**src/rtl/discrete_pkg.sv**
```systemverilog
// Shared definitions for the discrete audio models: Q2.14 sample format
// (16384 = 5 V), the 555 astable state encoding and an 18-to-16 bit saturator.
package discrete_pkg;

    typedef logic signed [15:0] sample_t;
    typedef logic signed [17:0] vc_t;

    localparam vc_t     VCC_NORM = 18'sd16384;
    localparam sample_t Q14_ONE  = 16'sd16384;

    typedef enum logic [1:0] {
        HOLD      = 2'd0,
        CHARGE    = 2'd1,
        DISCHARGE = 2'd2
    } astable_state_e;

    // Clip an 18-bit internal value to the 16-bit port range.
    function automatic sample_t sat16(input vc_t x);
        if (x > 18'sd32767)
            return 16'sd32767;
        else if (x < -18'sd32768)
            return -16'sd32768;
        else
            return sample_t'(x);
    endfunction

endpackage

```
**src/rtl/astable555_oscillator_if.sv**
```systemverilog
// Sample-rate signal bundle of the 555 astable.
// Strobe semantics: audio_clk_en is a one-cycle sample strobe from the master;
// the slave advances exactly once per clk in which it is high and never stalls
// the master. square_wave, vcap and state change only one clk after a strobe.
interface astable555_oscillator_if;

    logic                          audio_clk_en;
    discrete_pkg::sample_t         walk_en;
    discrete_pkg::sample_t         v_control;
    discrete_pkg::sample_t         square_wave;
    discrete_pkg::sample_t         vcap;
    discrete_pkg::astable_state_e  state;

    modport master (
        output audio_clk_en, walk_en, v_control,
        input  square_wave, vcap, state
    );

    modport slave (
        input  audio_clk_en, walk_en, v_control,
        output square_wave, vcap, state
    );

endinterface

```
**src/rtl/rc_exp_step.sv**
```systemverilog
// One first-order RC step of the timing capacitor toward a target voltage.
// The step magnitude |target - vc| * k / 65536 is truncated toward zero, so
// a charge step matches vc + ((VCC - vc) * k >>> 16) and a discharge step
// toward 0 matches vc - ((vc * k) >>> 16) exactly.
module rc_exp_step
    import discrete_pkg::*;
(
    input  vc_t         vc,
    input  vc_t         target,
    input  logic [15:0] k,
    output vc_t         vc_next
);

    logic        w_up;
    logic [17:0] w_mag;
    logic [33:0] w_prod;
    vc_t         w_delta;

    // Direction and magnitude of the step, then the scaled increment.
    always_comb begin
        w_up    = (target >= vc);
        w_mag   = w_up ? 18'(target - vc) : 18'(vc - target);
        w_prod  = {16'd0, w_mag} * {18'd0, k};
        w_delta = vc_t'(w_prod >> 16);
        vc_next = w_up ? (vc + w_delta) : (vc - w_delta);
    end

endmodule

```
**src/rtl/astable555_oscillator.sv**
```systemverilog
// Behavioural discrete model of a 555 astable, advanced once per audio_clk_en.
// Upper threshold is the control-voltage pin, lower threshold half of it.
// Optional build macro ASTABLE555_CV_CLAMP_EN clamps v_control into
// [1024, 16383] so oscillation is guaranteed for any input; without it a
// non-positive v_control parks the block in DISCHARGE with the output low.
module astable555_oscillator
    import discrete_pkg::*;
#(
    parameter logic [15:0] K_CHARGE    = 16'd120,
    parameter logic [15:0] K_DISCHARGE = 16'd240,
    parameter sample_t     WALK_TH     = 16'sd2294,
    parameter sample_t     OUT_HIGH    = Q14_ONE,
    parameter sample_t     OUT_LOW     = 16'sd0
)(
    input  logic                          clk,
    input  logic                          I_RSTn,
    astable555_oscillator_if.slave        bus
);

    astable_state_e r_state;
    vc_t            r_vc;
    sample_t        r_square;
    sample_t        r_vcap;

    sample_t        w_cv;
    vc_t            w_th_hi;
    vc_t            w_th_lo;
    logic           w_gate;
    logic           w_charging;
    vc_t            w_target;
    logic [15:0]    w_k;
    vc_t            w_vc_next;

`ifdef ASTABLE555_CV_CLAMP_EN
    localparam sample_t CV_MIN = 16'sd1024;
    localparam sample_t CV_MAX = 16'sd16383;

    // Clamp the control voltage so both thresholds stay reachable.
    always_comb begin
        if (bus.v_control < CV_MIN)
            w_cv = CV_MIN;
        else if (bus.v_control > CV_MAX)
            w_cv = CV_MAX;
        else
            w_cv = bus.v_control;
    end
`else
    // Control voltage used as-is.
    always_comb begin
        w_cv = bus.v_control;
    end
`endif

    // Thresholds, reset-pin gate and RC direction select.
    always_comb begin
        w_th_hi    = vc_t'(w_cv);
        w_th_lo    = vc_t'(w_cv >>> 1);
        w_gate     = (bus.walk_en < WALK_TH);
        w_charging = (r_state == CHARGE) && !w_gate;
        w_target   = w_charging ? VCC_NORM : 18'sd0;
        w_k        = w_charging ? K_CHARGE : K_DISCHARGE;
    end

    rc_exp_step u_rc_step (
        .vc      (r_vc),
        .target  (w_target),
        .k       (w_k),
        .vc_next (w_vc_next)
    );

    // Astable FSM with capacitor and output registers, stepped on each strobe.
    always_ff @(posedge clk or negedge I_RSTn) begin
        if (!I_RSTn) begin
            r_state  <= HOLD;
            r_vc     <= '0;
            r_square <= OUT_LOW;
            r_vcap   <= '0;
        end else if (bus.audio_clk_en) begin
            if (w_gate) begin
                r_state  <= HOLD;
                r_vc     <= w_vc_next;
                r_vcap   <= sat16(w_vc_next);
                r_square <= OUT_LOW;
            end else begin
                case (r_state)
                    HOLD: begin
                        r_state  <= CHARGE;
                        r_square <= OUT_HIGH;
                    end
                    CHARGE: begin
                        r_vc   <= w_vc_next;
                        r_vcap <= sat16(w_vc_next);
                        if (w_vc_next >= w_th_hi) begin
                            r_state  <= DISCHARGE;
                            r_square <= OUT_LOW;
                        end else begin
                            r_square <= OUT_HIGH;
                        end
                    end
                    DISCHARGE: begin
                        r_vc   <= w_vc_next;
                        r_vcap <= sat16(w_vc_next);
                        if (w_vc_next <= w_th_lo) begin
                            r_state  <= CHARGE;
                            r_square <= OUT_HIGH;
                        end else begin
                            r_square <= OUT_LOW;
                        end
                    end
                    default: begin
                        r_state  <= HOLD;
                        r_square <= OUT_LOW;
                    end
                endcase
            end
        end
    end

    assign bus.state       = r_state;
    assign bus.square_wave = r_square;
    assign bus.vcap        = r_vcap;

endmodule

```
**src/flat_wrapper.sv**
```systemverilog
// flat-port wrapper written by rule: the top's interface ports become plain ports
module astable555_oscillator_flat import discrete_pkg::*;
#(
    parameter logic [15:0] K_CHARGE    = 16'd120,
    parameter logic [15:0] K_DISCHARGE = 16'd240,
    parameter sample_t     WALK_TH     = 16'sd2294,
    parameter sample_t     OUT_HIGH    = Q14_ONE,
    parameter sample_t     OUT_LOW     = 16'sd0
)
  (clk, I_RSTn, bus_audio_clk_en, bus_walk_en, bus_v_control, bus_square_wave, bus_vcap, bus_state);
  astable555_oscillator_if bus_i ();
  input  logic clk;
  input  logic I_RSTn;
  input wire logic [$bits(bus_i.audio_clk_en)-1:0] bus_audio_clk_en;
  input wire logic [$bits(bus_i.walk_en)-1:0] bus_walk_en;
  input wire logic [$bits(bus_i.v_control)-1:0] bus_v_control;
  output wire logic [$bits(bus_i.square_wave)-1:0] bus_square_wave;
  output wire logic [$bits(bus_i.vcap)-1:0] bus_vcap;
  output wire logic [$bits(bus_i.state)-1:0] bus_state;
  assign bus_i.audio_clk_en = bus_audio_clk_en;
  assign bus_i.walk_en = bus_walk_en;
  assign bus_i.v_control = bus_v_control;
  assign bus_square_wave = bus_i.square_wave;
  assign bus_vcap = bus_i.vcap;
  assign bus_state = bus_i.state;
  astable555_oscillator #(.K_CHARGE(K_CHARGE), .K_DISCHARGE(K_DISCHARGE), .WALK_TH(WALK_TH), .OUT_HIGH(OUT_HIGH), .OUT_LOW(OUT_LOW)) u_core (.clk(clk), .I_RSTn(I_RSTn), .bus(bus_i));
endmodule
```
**config.mk**
```make
export PLATFORM = sky130hd
export DESIGN_NAME = astable555_oscillator_flat
export DESIGN_NICKNAME = d
export VERILOG_FILES = /design/src/rtl/discrete_pkg.sv /design/src/rtl/astable555_oscillator_if.sv /design/src/rtl/rc_exp_step.sv /design/src/rtl/astable555_oscillator.sv /design/src/flat_wrapper.sv
export SDC_FILE = /design/constraint.sdc
export NUM_CORES = 1
export LEC_CHECK = 0
export BUFFER_PORTS_ARGS = -buffer_cell sky130_fd_sc_hd__buf_2
export CELL_PAD_IN_SITES_DETAIL_PLACEMENT = 0
export CELL_PAD_IN_SITES_GLOBAL_PLACEMENT = 1
export CORE_ASPECT_RATIO = 0.8
export CORE_UTILIZATION = 45
export CTS_BUF_LIST = sky130_fd_sc_hd__clkbuf_2 sky130_fd_sc_hd__clkbuf_4 sky130_fd_sc_hd__clkbuf_8
export DETAILED_ROUTE_END_ITERATION = 12
export PLACE_DENSITY = 0.85
export SLEW_MARGIN = 20
export SYNTH_ARGS = -nofsm -noshare
export SYNTH_HDL_FRONTEND = slang
export SYNTH_SLANG_ARGS = --single-unit
```
**constraint.sdc**
```tcl
create_clock -name clk -period 13.27 [get_ports clk]
set_clock_uncertainty 0.15 [all_clocks]
set_input_delay 2.654 -clock clk [delete_from_list [all_inputs] [get_ports clk]]
set_output_delay 2.654 -clock clk [all_outputs]
set_load 0.05 [all_outputs]
```
; Word level (Yosys, flattened, before mapping)
; Cells that the tools add are included.
; Widths: inputs -> output; s select.
[op_classes]
n_reduce_logical = 7
n_mux = 18
multipliers = 1
n_eq_ne = 4
addsub = 4
n_lt_le_gt_ge = 6
[ops]
columns = operator, count
row1 = $mux 16, 5
row2 = $mux 18, 4
row3 = $sub 18x18->18, 3
row4 = $pmux 16 s3, 1
row5 = $mux 15, 3
row6 = $mul 18x16->34, 1
row7 = $add 18x18->18, 1
row8 = $ge 18x16->1, 1
row9 = $ge 18x18->1, 1
row10 = $gt 18x16->1 const B, 1
row11 = $le 18x15->1, 1
row12 = $lt 18x16->1 const B, 1
row13 = $lt 16x13->1 const B, 1
row14 = $mux 8, 1
row15 = $mux 2, 3
row16 = $pmux 2 s3, 1
row17 = $ne 3x1->1 const B, 1
row18 = $ne 3x2->1 const B, 1
row19 = $reduce_and 3->1, 1
row20 = $eq 2x1->1 const B, 1
row21 = $eq 2x2->1 const B, 1
row22 = $logic_not 2->1, 1
row23 = $reduce_and 2->1, 1
row24 = $reduce_bool 2->1, 1
row25 = other kinds (3), 3
[word_totals]
output_inout_bits = 34
ff_bits = 52
input_bits = 35

; Logic depth before layout (Yosys ltp)
; Gate-level depths: netlist of run 1.
[depth]
depth_word = 14
ltp_mapped = 49
mapped_depth_nobuf = 48

; By module
; From an unflattened synthesis of run 1, not the netlist that was laid out.
[unflattened]
hier_cells = 1898
area_unflattened_um2 = 15497.4
[by_module_without_submodules]
columns = mod, n_inst, area_each_um2, seq_area_each_um2, cells_each
row1 = rc_exp_step, 1, 12695.9, 0.0, 1566
row2 = astable555_oscillator, 1, 2801.4, 925.9, 332

; Least setup slack after synthesis of run 1
; OpenSTA, ideal clock, no wires.
[synth_timing]
path_type = input to register
startpoint = in bus_walk_en[14]
endpoint = reg u_core.r_state[0], in the netlist u_core.bus.state[0]
stages = 44
arrival_ns = 13.161
setup_time_ns = 0.121
slack_ns = -0.162
cell_sequence = nor3_1 > o22ai_1 > nor2_1 > inv_1 > ha_1 > nor4b_2 > nand2_1 > o21bai_1 > clkbuf_1 > o31ai_1 > xnor2_1 > inv_1 > fa_1 > inv_1 > fa_1 > fa_1 > ha_1 > ha_1 > [8 not listed] > or3_1 > and4_1 > a221oi_1 > ha_1 > a211o_1 > a21oi_1 > a21oi_1 > a21oi_1 > o21ai_0 > a21o_1 > xnor2_1 > ha_1 > nand3_1 > o41a_1 > and3_1 > a211oi_1 > o21ai_0 > a22o_1
[synth_via]
elab_chain_cells = 12
elab_cells_between_ends = 19
[synth_lines]
columns = item, line
row1 = start: declaration, flat_wrapper.sv:15  ; input wire logic [$bits(bus_i.walk_en)-1:0] bus_walk_en;
row2 = $lt 16x13->1 (*), astable555_oscillator.sv:58  ; w_gate = (bus.walk_en < WALK_TH);
row3 = $logic_not 1->1 (*), astable555_oscillator.sv:59  ; w_charging = (r_state == CHARGE) && !w_gate;
row4 = $logic_and 1x1->1 (*), astable555_oscillator.sv:59
row5 = $mux 15, astable555_oscillator.sv:60  ; w_target = w_charging ? VCC_NORM : 18'sd0;
row6 = $sub 18x18->18 or $ge 18x18->1 (tied branches), "rc_exp_step.sv:22, rc_exp_step.sv:21"
row7 = $mux 18, rc_exp_step.sv:22  ; w_mag = w_up ? 18'(target - vc) : 18'(vc - target);
row8 = $mul 18x16->34, rc_exp_step.sv:23  ; w_prod = {16'd0, w_mag} * {18'd0, k};
row9 = $sub 18x18->18 or $add 18x18->18 (tied branches), rc_exp_step.sv:25  ; vc_next = w_up ? (vc + w_delta) : (vc - w_delta);
row10 = $mux 18 (*), rc_exp_step.sv:25
row11 = named net u_core.u_rc_step.vc_next[17], rc_exp_step.sv:11  ; output vc_t vc_next
row12 = $ge 18x16->1 or $le 18x15->1 (tied branches), "astable555_oscillator.sv:93, astable555_oscillator.sv:103"
row13 = $ne 3x2->1 (no line) or $ne 3x1->1 (tied branches), -
row14 = $reduce_and 3->1 (no line) (*), -
row15 = end signal: assignment, astable555_oscillator.sv:87  ; r_state <= CHARGE;
row16 = end signal: assignment, astable555_oscillator.sv:94  ; r_state <= DISCHARGE;
row17 = end signal: assignment, astable555_oscillator.sv:104  ; r_state <= CHARGE;
row18 = end: declaration, astable555_oscillator.sv:20  ; astable_state_e r_state;
; The timed path passes the listed nets; every way through them passes the cells marked *.
; A chain may end at the register's enable or synchronous reset.

; Worst setup path in the final report of run 1
[layout_timing]
startpoint = in bus_walk_en[15]
endpoint = reg u_core.r_state[0], in the netlist u_core.bus.state[0]
; The elaborated chain is that of the path after synthesis.

==> impl_metrics.env, run 1 <==
export IMPL_status="complete, no violations"
export IMPL_synthTopCellsByArea="ha_1 21%, fa_1 13%, dfrtp_1 13%, inv_1 5.2%, nand2_1 4.7%"
export IMPL_synth_compound_area_share_pct=20.9
export IMPL_path_depth=49
export IMPL_synth_ff_type="dfrtp_1"
export IMPL_synth_top_area_share_pct=21.1
export IMPL_gp_congestion=0.925
export IMPL_cts_tree="done"
export IMPL_drt_wl_total_um=19800
export IMPL_rr_worst_depth=50
export IMPL_finalSetupViolCount=0
export IMPL_avgSynthCellArea_um2=8.32
export IMPL_hold_ws_ps=330
export IMPL_synthesis_instances=869
export IMPL_synth_area_mm2=0.00723
export IMPL_ys_seq_area_share_pct=12.8
export IMPL_worst_r2r_endpoint="u_core.bus.state[0]$_DFFE_PN0P_"
export IMPL_yosysWarnings=0
export IMPL_hold_violations=0
export IMPL_synth_top_family_by_area="adder cells"
export IMPL_drt_first_iter_violations=402
export IMPL_crit_type="in2reg"
export IMPL_drc_errors=0
export IMPL_relSlewSlack_pct=29.5
export IMPL_wire_per_inst_um=15.3
export IMPL_io_pins=69
export IMPL_cp_top_family="compound AO/OA/AOI/OAI gates"
export IMPL_maxCapViolCount=0
export IMPL_grt_max_degree=38
export IMPL_dieArea_mm2=0.0166
export IMPL_critPathMaxFanout=5
export IMPL_viasPerCell=5.32
export IMPL_rows=41
export IMPL_slowest_stage="fa_1"
export IMPL_first_global_vias=6601
export IMPL_synth_mux_area_share_pct=0.277
export IMPL_detail_route_antenna_nets=0
export IMPL_tns_ps=0
export IMPL_cts_sinks=37
export IMPL_nets=1290
export IMPL_coreArea_mm2=0.0157
export IMPL_grt_first_pass_wirelength_um=32400
export IMPL_cts_buffer_depth=2
export IMPL_yosysMostFrequentCell="ha_1"
export IMPL_grt_overflow_total=0
export IMPL_async_flop_share_pct=100
export IMPL_slowest_delay_ps=540
export IMPL_area_delta_synth_final_pct=29.3
export IMPL_vias=6924
export IMPL_endpoint="u_core.bus.state[0]$_DFFE_PN0P_"
export IMPL_arrival_ps=12890
export IMPL_clock_latency_ps=310
export IMPL_ys_types=80
export IMPL_yosys_area_share_adder_pct=34.4
export IMPL_cp_num_buf_inv=9
export IMPL_layout_drive_gt1_share_pct=28.2
export IMPL_ys_ff_latch=37
export IMPL_endpoint_kind="flop"
export IMPL_period_minus_slack_ps=12850
export IMPL_r2r_slack_ps=2160
export IMPL_cts_root_buf="clkbuf_8"
export IMPL_timing_rr_start="u_core.bus.state[1]$_DFFE_PN0P_"
export IMPL_fp_dieW_um=144
export IMPL_hold_path_class="reg2reg"
export IMPL_numPortBuffers=52
export IMPL_clk_pin_slew_ps=80
export IMPL_synth_common_cells="122 x ha_1, 100 x inv_1, 91 x nand2_1"
export IMPL_tightest_slew_ps=1050
export IMPL_synthSimpleGateAreaFrac_pct=18.6
export IMPL_critPathLaunchType="input pin"
export IMPL_die_h_um=115
export IMPL_drt_pass1_iter_count=4
export IMPL_antenna_cells=0
export IMPL_cts_hold_fix_buffers=0
export IMPL_synth_xor_area_share_pct=5.21
export IMPL_hpwl_um=16500
export IMPL_yosys_area_top_type="ha_1"
export IMPL_cts_max_level=2
export IMPL_drv_slew=0
export IMPL_fmaxAchievable_mhz=77.8
export IMPL_cts_buffers=5
export IMPL_cp_required_ps=13320
export IMPL_crit_start="bus_walk_en[15]"
export IMPL_min_period_over_period_pct=96.8
export IMPL_grt_usage_pct=24.8
export IMPL_start_util_pct=45.9
export IMPL_grt_antenna_before_repair=0
export IMPL_synth_edff_count=0
## worst min-delay path by stage
stage                                         from                        endpoint  cells after the start
global route        u_core.bus.vcap[1]$_DFFE_PN0P_  u_core.bus.vcap[1]$_DFFE_PN0P_                      2
floorplan               u_core.r_vc[8]$_DFFE_PN0P_      u_core.r_vc[8]$_DFFE_PN0P_                      2
detailed placement  u_core.bus.vcap[1]$_DFFE_PN0P_  u_core.bus.vcap[1]$_DFFE_PN0P_                      2
finish              u_core.bus.vcap[1]$_DFFE_PN0P_  u_core.bus.vcap[1]$_DFFE_PN0P_                      2
global placement    u_core.bus.vcap[1]$_DFFE_PN0P_  u_core.bus.vcap[1]$_DFFE_PN0P_                      2
CTS                 u_core.bus.vcap[1]$_DFFE_PN0P_  u_core.bus.vcap[1]$_DFFE_PN0P_                      2
## what timing repair did
action | 4_1_cts | 5_1_grt
setup buffers | 0 | 9
endpoints found under the setup margin | 2 | 18
resized for setup | 3 | 52
pin swaps | 0 | 14
cloned | 0 | 1
## metal layers
metal,routed length [um],vias up,track usage (%)
li1,-,3466,-
met1,10200,3293,37.9
met2,8590,157,38.7
met3,991,8,2.83
met4,63,0,1.70
met5,0,-,0
## logic make-up (layout without fill, tap and decap cells)
kind of cell | Yosys count | count (layout)
XOR/XNOR | 43 | 43
multiplexers | 2 | 2
other | 1 | 15
adder cells (fa/ha/maj) | 170 | 170
buffers and inverters | 133 | 336
AND/OR/NAND/NOR | 268 | 268
AO/OA/AOI/OAI | 215 | 215
flip-flops | 37 | 37
## placed cells by master, fill, tap and decap left out, drive strengths merged, types with 6 or more instances in the layout
cell / netlist / layout
a21o: 28 / 28
conb: 1 / 15
o211ai: 12 / 12
clkbuf: 15 / 8
xor2: 14 / 14
xnor2: 29 / 29
nand3: 16 / 16
and4: 6 / 6
inv: 100 / 100
or2: 6 / 6
o21ai: 41 / 41
nand2b: 9 / 9
ha: 122 / 122
o31ai: 8 / 8
o21a: 12 / 12
and2: 10 / 10
a21oi: 49 / 49
nand4: 9 / 9
o21bai: 6 / 6
fa: 48 / 48
o2111ai: 6 / 6
or3: 7 / 7
dfrtp: 37 / 37
and3: 9 / 9
nand2: 92 / 92
nor3: 17 / 17
buf: 18 / 227
nor2: 61 / 61
## area by class of cell
| class | instances | area [um2] |
|---|---|---|
| Tap cell | 215 | 269 |
| Fill cell | 1454 | 6390 |
| Sequential cell | 37 | 926 |
| Inverter | 100 | 375 |
| Clock buffer | 7 | 90.1 |
| Clock inverter | 1 | 30.0 |
| Timing Repair Buffer | 228 | 1620 |
| Multi-Input combinational cell | 713 | 6040 |
## stage by stage
step	area, um2	std cells	setup WS [ps]	util [%]
CTS	9030	1291	16.6	57.4
floorplan	7290	883	49.3	-
detailed placement	8890	1283	-476	56.5
global route	9360	1301	-101	59.4
global placement	8890	1283	-348	56.5
finish	9360	1301	423	59.4
## flip-flops by register name (all words and copies together), names as in the netlist
name                    flops
u_core.bus.state            2
u_core.bus.square_wave      1
u_core.r_vc                18
u_core.bus.vcap            16
## worst register-to-register path: cells and delay by family, from the launching register on
family,cells,cell delay [ps]
xor+xnor,3,440
compound gates,14,3240
fa+ha+maj,9,3070
buf+inv,9,1250
mux,1,270
flops,1,430
simple gates,14,2150
Power of run 1 is not shown: default switching activity piles up to over one toggle a cycle in this logic, so the estimate is an artifact.
==> run 2: changes to the inputs <==
--- a/config.mk
+++ b/config.mk
@@ -5,6 +5,7 @@
 export SDC_FILE = /design/constraint.sdc
 export NUM_CORES = 1
 export LEC_CHECK = 0
+export ABC_AREA = 1
 export BUFFER_PORTS_ARGS = -buffer_cell sky130_fd_sc_hd__buf_2
 export CELL_PAD_IN_SITES_DETAIL_PLACEMENT = 0
 export CELL_PAD_IN_SITES_GLOBAL_PLACEMENT = 1
@@ -12,7 +13,7 @@
 export CORE_UTILIZATION = 45
 export CTS_BUF_LIST = sky130_fd_sc_hd__clkbuf_2 sky130_fd_sc_hd__clkbuf_4 sky130_fd_sc_hd__clkbuf_8
 export DETAILED_ROUTE_END_ITERATION = 12
-export PLACE_DENSITY = 0.85
+export PLACE_DENSITY = 0.83
 export SLEW_MARGIN = 20
 export SYNTH_ARGS = -nofsm -noshare
 export SYNTH_HDL_FRONTEND = slang
==> run 2 against run 1 <==
Via count shrank 12%. Synthesized cell count grew 13%. Cell count shrank 3.6%. Setup slack gained 400 ps. Worst hold slack lost 1.3 ps. Global-route usage shrank 4.0 points. Count of clock-buffer cells in the layout shrank 2. Die area shrank 2.0%. Critical path depth grew 15. Sequential share of layout area grew 1.9 points. Design area shrank 16%. First-iteration DRC count shrank 19%. Largest cell class unchanged. Highest routed layer unchanged.
==> impl_metrics.env, run 2 <==
export IMPL_drt_pass1_iter_count=7
export IMPL_synthTopCellsByArea="ha_1 22%, fa_1 14%, nand2_1 13%, dfrtp_1 13%, inv_1 8.1%"
export IMPL_tightest_slew_ps=898
export IMPL_cp_required_ps=13290
export IMPL_cts_hold_fix_buffers=0
export IMPL_ys_ff_latch=37
export IMPL_hold_violations=0
export IMPL_synth_ff_type="dfrtp_1"
export IMPL_endpoint_kind="flop"
export IMPL_rows=40
export IMPL_drt_first_iter_violations=326
export IMPL_antenna_cells=0
export IMPL_ys_seq_area_share_pct=13.1
export IMPL_nets=1250
export IMPL_gp_congestion=0.807
export IMPL_cts_sinks=37
export IMPL_drc_errors=0
export IMPL_clk_pin_slew_ps=80
export IMPL_io_pins=69
export IMPL_grt_usage_pct=20.8
export IMPL_grt_overflow_total=0
export IMPL_yosysMostFrequentCell="nand2_1"
export IMPL_cts_buffer_depth=2
export IMPL_vias=6108
export IMPL_grt_max_degree=42
export IMPL_clock_latency_ps=300
export IMPL_start_util_pct=46.6
export IMPL_hold_path_class="reg2reg"
export IMPL_finalSetupViolCount=0
export IMPL_drt_wl_total_um=16400
export IMPL_cts_tree="done"
export IMPL_synth_area_mm2=0.00708
export IMPL_status="complete, no violations"
export IMPL_grt_first_pass_wirelength_um=27200
export IMPL_hold_ws_ps=328
export IMPL_fp_dieW_um=142
export IMPL_numPortBuffers=52
export IMPL_cts_root_buf="clkbuf_8"
export IMPL_coreArea_mm2=0.0152
export IMPL_largest_reg_flops=18
export IMPL_avgSynthCellArea_um2=7.23
export IMPL_place_inst=1242
export IMPL_largest_register="u_core.r_vc"
export IMPL_final_cell_mix="251 x nand2_1, 152 x inv_1, 119 x ha_1"
export IMPL_crit_type="in2reg"
export IMPL_critPathLaunchType="input pin"
export IMPL_arrival_ps=12470
export IMPL_synth_edff_count=0
export IMPL_synth_top_area_share_pct=21.6
export IMPL_maxCapViolCount=0
export IMPL_grt_antenna_before_repair=0
export IMPL_dieArea_mm2=0.0162
export IMPL_ys_types=46
export IMPL_min_period_over_period_pct=93.8
export IMPL_period_minus_slack_ps=12450
export IMPL_yosysWarnings=0
export IMPL_wire_per_inst_um=13.0
export IMPL_hpwl_um=13700
export IMPL_first_global_vias=5565
export IMPL_cts_max_level=2
export IMPL_critPathMaxFanout=7
export IMPL_die_h_um=114
export IMPL_synthesis_instances=979
export IMPL_layout_commonest_cell="nand2_1"
export IMPL_cts_buffers=5
export IMPL_synth_common_cells="253 x nand2_1, 153 x inv_1, 122 x ha_1"
export IMPL_viasPerCell=4.87
export IMPL_relSlewSlack_pct=40.1
export IMPL_area_delta_synth_final_pct=11.0
export IMPL_slowest_delay_ps=520
export IMPL_slowest_stage="fa_1"
export IMPL_layout_drive_gt1_share_pct=14.1
export IMPL_cpMostUsedCell="nand2_1"
export IMPL_detail_route_antenna_nets=0
export IMPL_drv_slew=0
export IMPL_yosys_area_top_type="ha_1"
export IMPL_async_flop_share_pct=100
export IMPL_fmaxAchievable_mhz=80.3
export IMPL_final_cell_count_no_fill=1254
## run 2: path summary, 6_finish.rpt
| path | start | to | slack [ps] | cells past startpoint |
|---|---|---|---|---|
| hold reg to reg | u_core.bus.vcap[8]$_DFFE_PN0P_ | u_core.bus.vcap[8]$_DFFE_PN0P_ | 330 | 2 |
| setup reg to reg | u_core.bus.state[1]$_DFFE_PN0P_ | u_core.bus.state[1]$_DFFE_PN0P_ | 2900 | 61 |
| max in group asynchronous | I_RSTn | u_core.bus.vcap[13]$_DFFE_PN0P_ | 10080 | 1 |
| hold / removal | u_core.bus.vcap[8]$_DFFE_PN0P_ | u_core.bus.vcap[8]$_DFFE_PN0P_ | 330 | 2 |
| min in group asynchronous | I_RSTn | u_core.bus.vcap[2]$_DFFE_PN0P_ | 2320 | 1 |
| setup / recovery | bus_walk_en[8] | u_core.bus.state[1]$_DFFE_PN0P_ | 820 | 64 |
## run 2: logic make-up (layout without fill, tap and decap cells)
logic type      Yosys count  in the layout  share of synthesized area [%]
other cells               1             15                         0.0529
flops                    37             37                           13.1
simple gates            405            405                           25.0
xor+xnor                 40             40                           4.95
buf+inv                 188            239                           11.0
compound gates          138            138                           10.8
fa+ha+maj               170            170                           35.1
## run 2: layout make-up
type,count,area [um2]
clock buffer,5,68.8
tap,210,263
inverter,159,597
clock inverter,1,5.00
timing repair buffer,74,438
sequential,37,926
multi-input combinational,768,5570
fill,1564,7350
## run 2: stage by stage
stage | TNS (ps) | util, % | setup slack [ps] | area, um2
6_report | 0 | 51.7 | 819 | 7860
5_1_grt | -160 | 51.7 | -86.4 | 7860
4_1_cts | 0 | 50.4 | 274 | 7670
3_5_place_dp | -5.82 | 50.0 | -5.82 | 7600
3_3_place_gp | 0 | 50.0 | 92.9 | 7600
2_1_floorplan | 0 | - | 1020 | 7140
## run 2: critical path: cells and delay by family
family	cells	cell delay (ps)
and+or+nand+nor	31	3820
adders and majority gates	9	3150
AOI/OAI and AO/OA	12	1760
buffers and inverters	10	760
xor gates and xnor gates	2	310
## run 2: routing by layer
layer  global-route usage (%)  wire length (um)
met1                     33.6              9230
met2                     30.1              6550
met3                     2.13               488
met4                     2.29                91
met5                        0                 0
## run 2: repair_timing
item                                    4_1_cts  5_1_grt
gates resized for setup                       0       29
buffers inserted                              0        6
endpoints found under the setup margin        0        3
Power of run 2 is left out for the same reason.
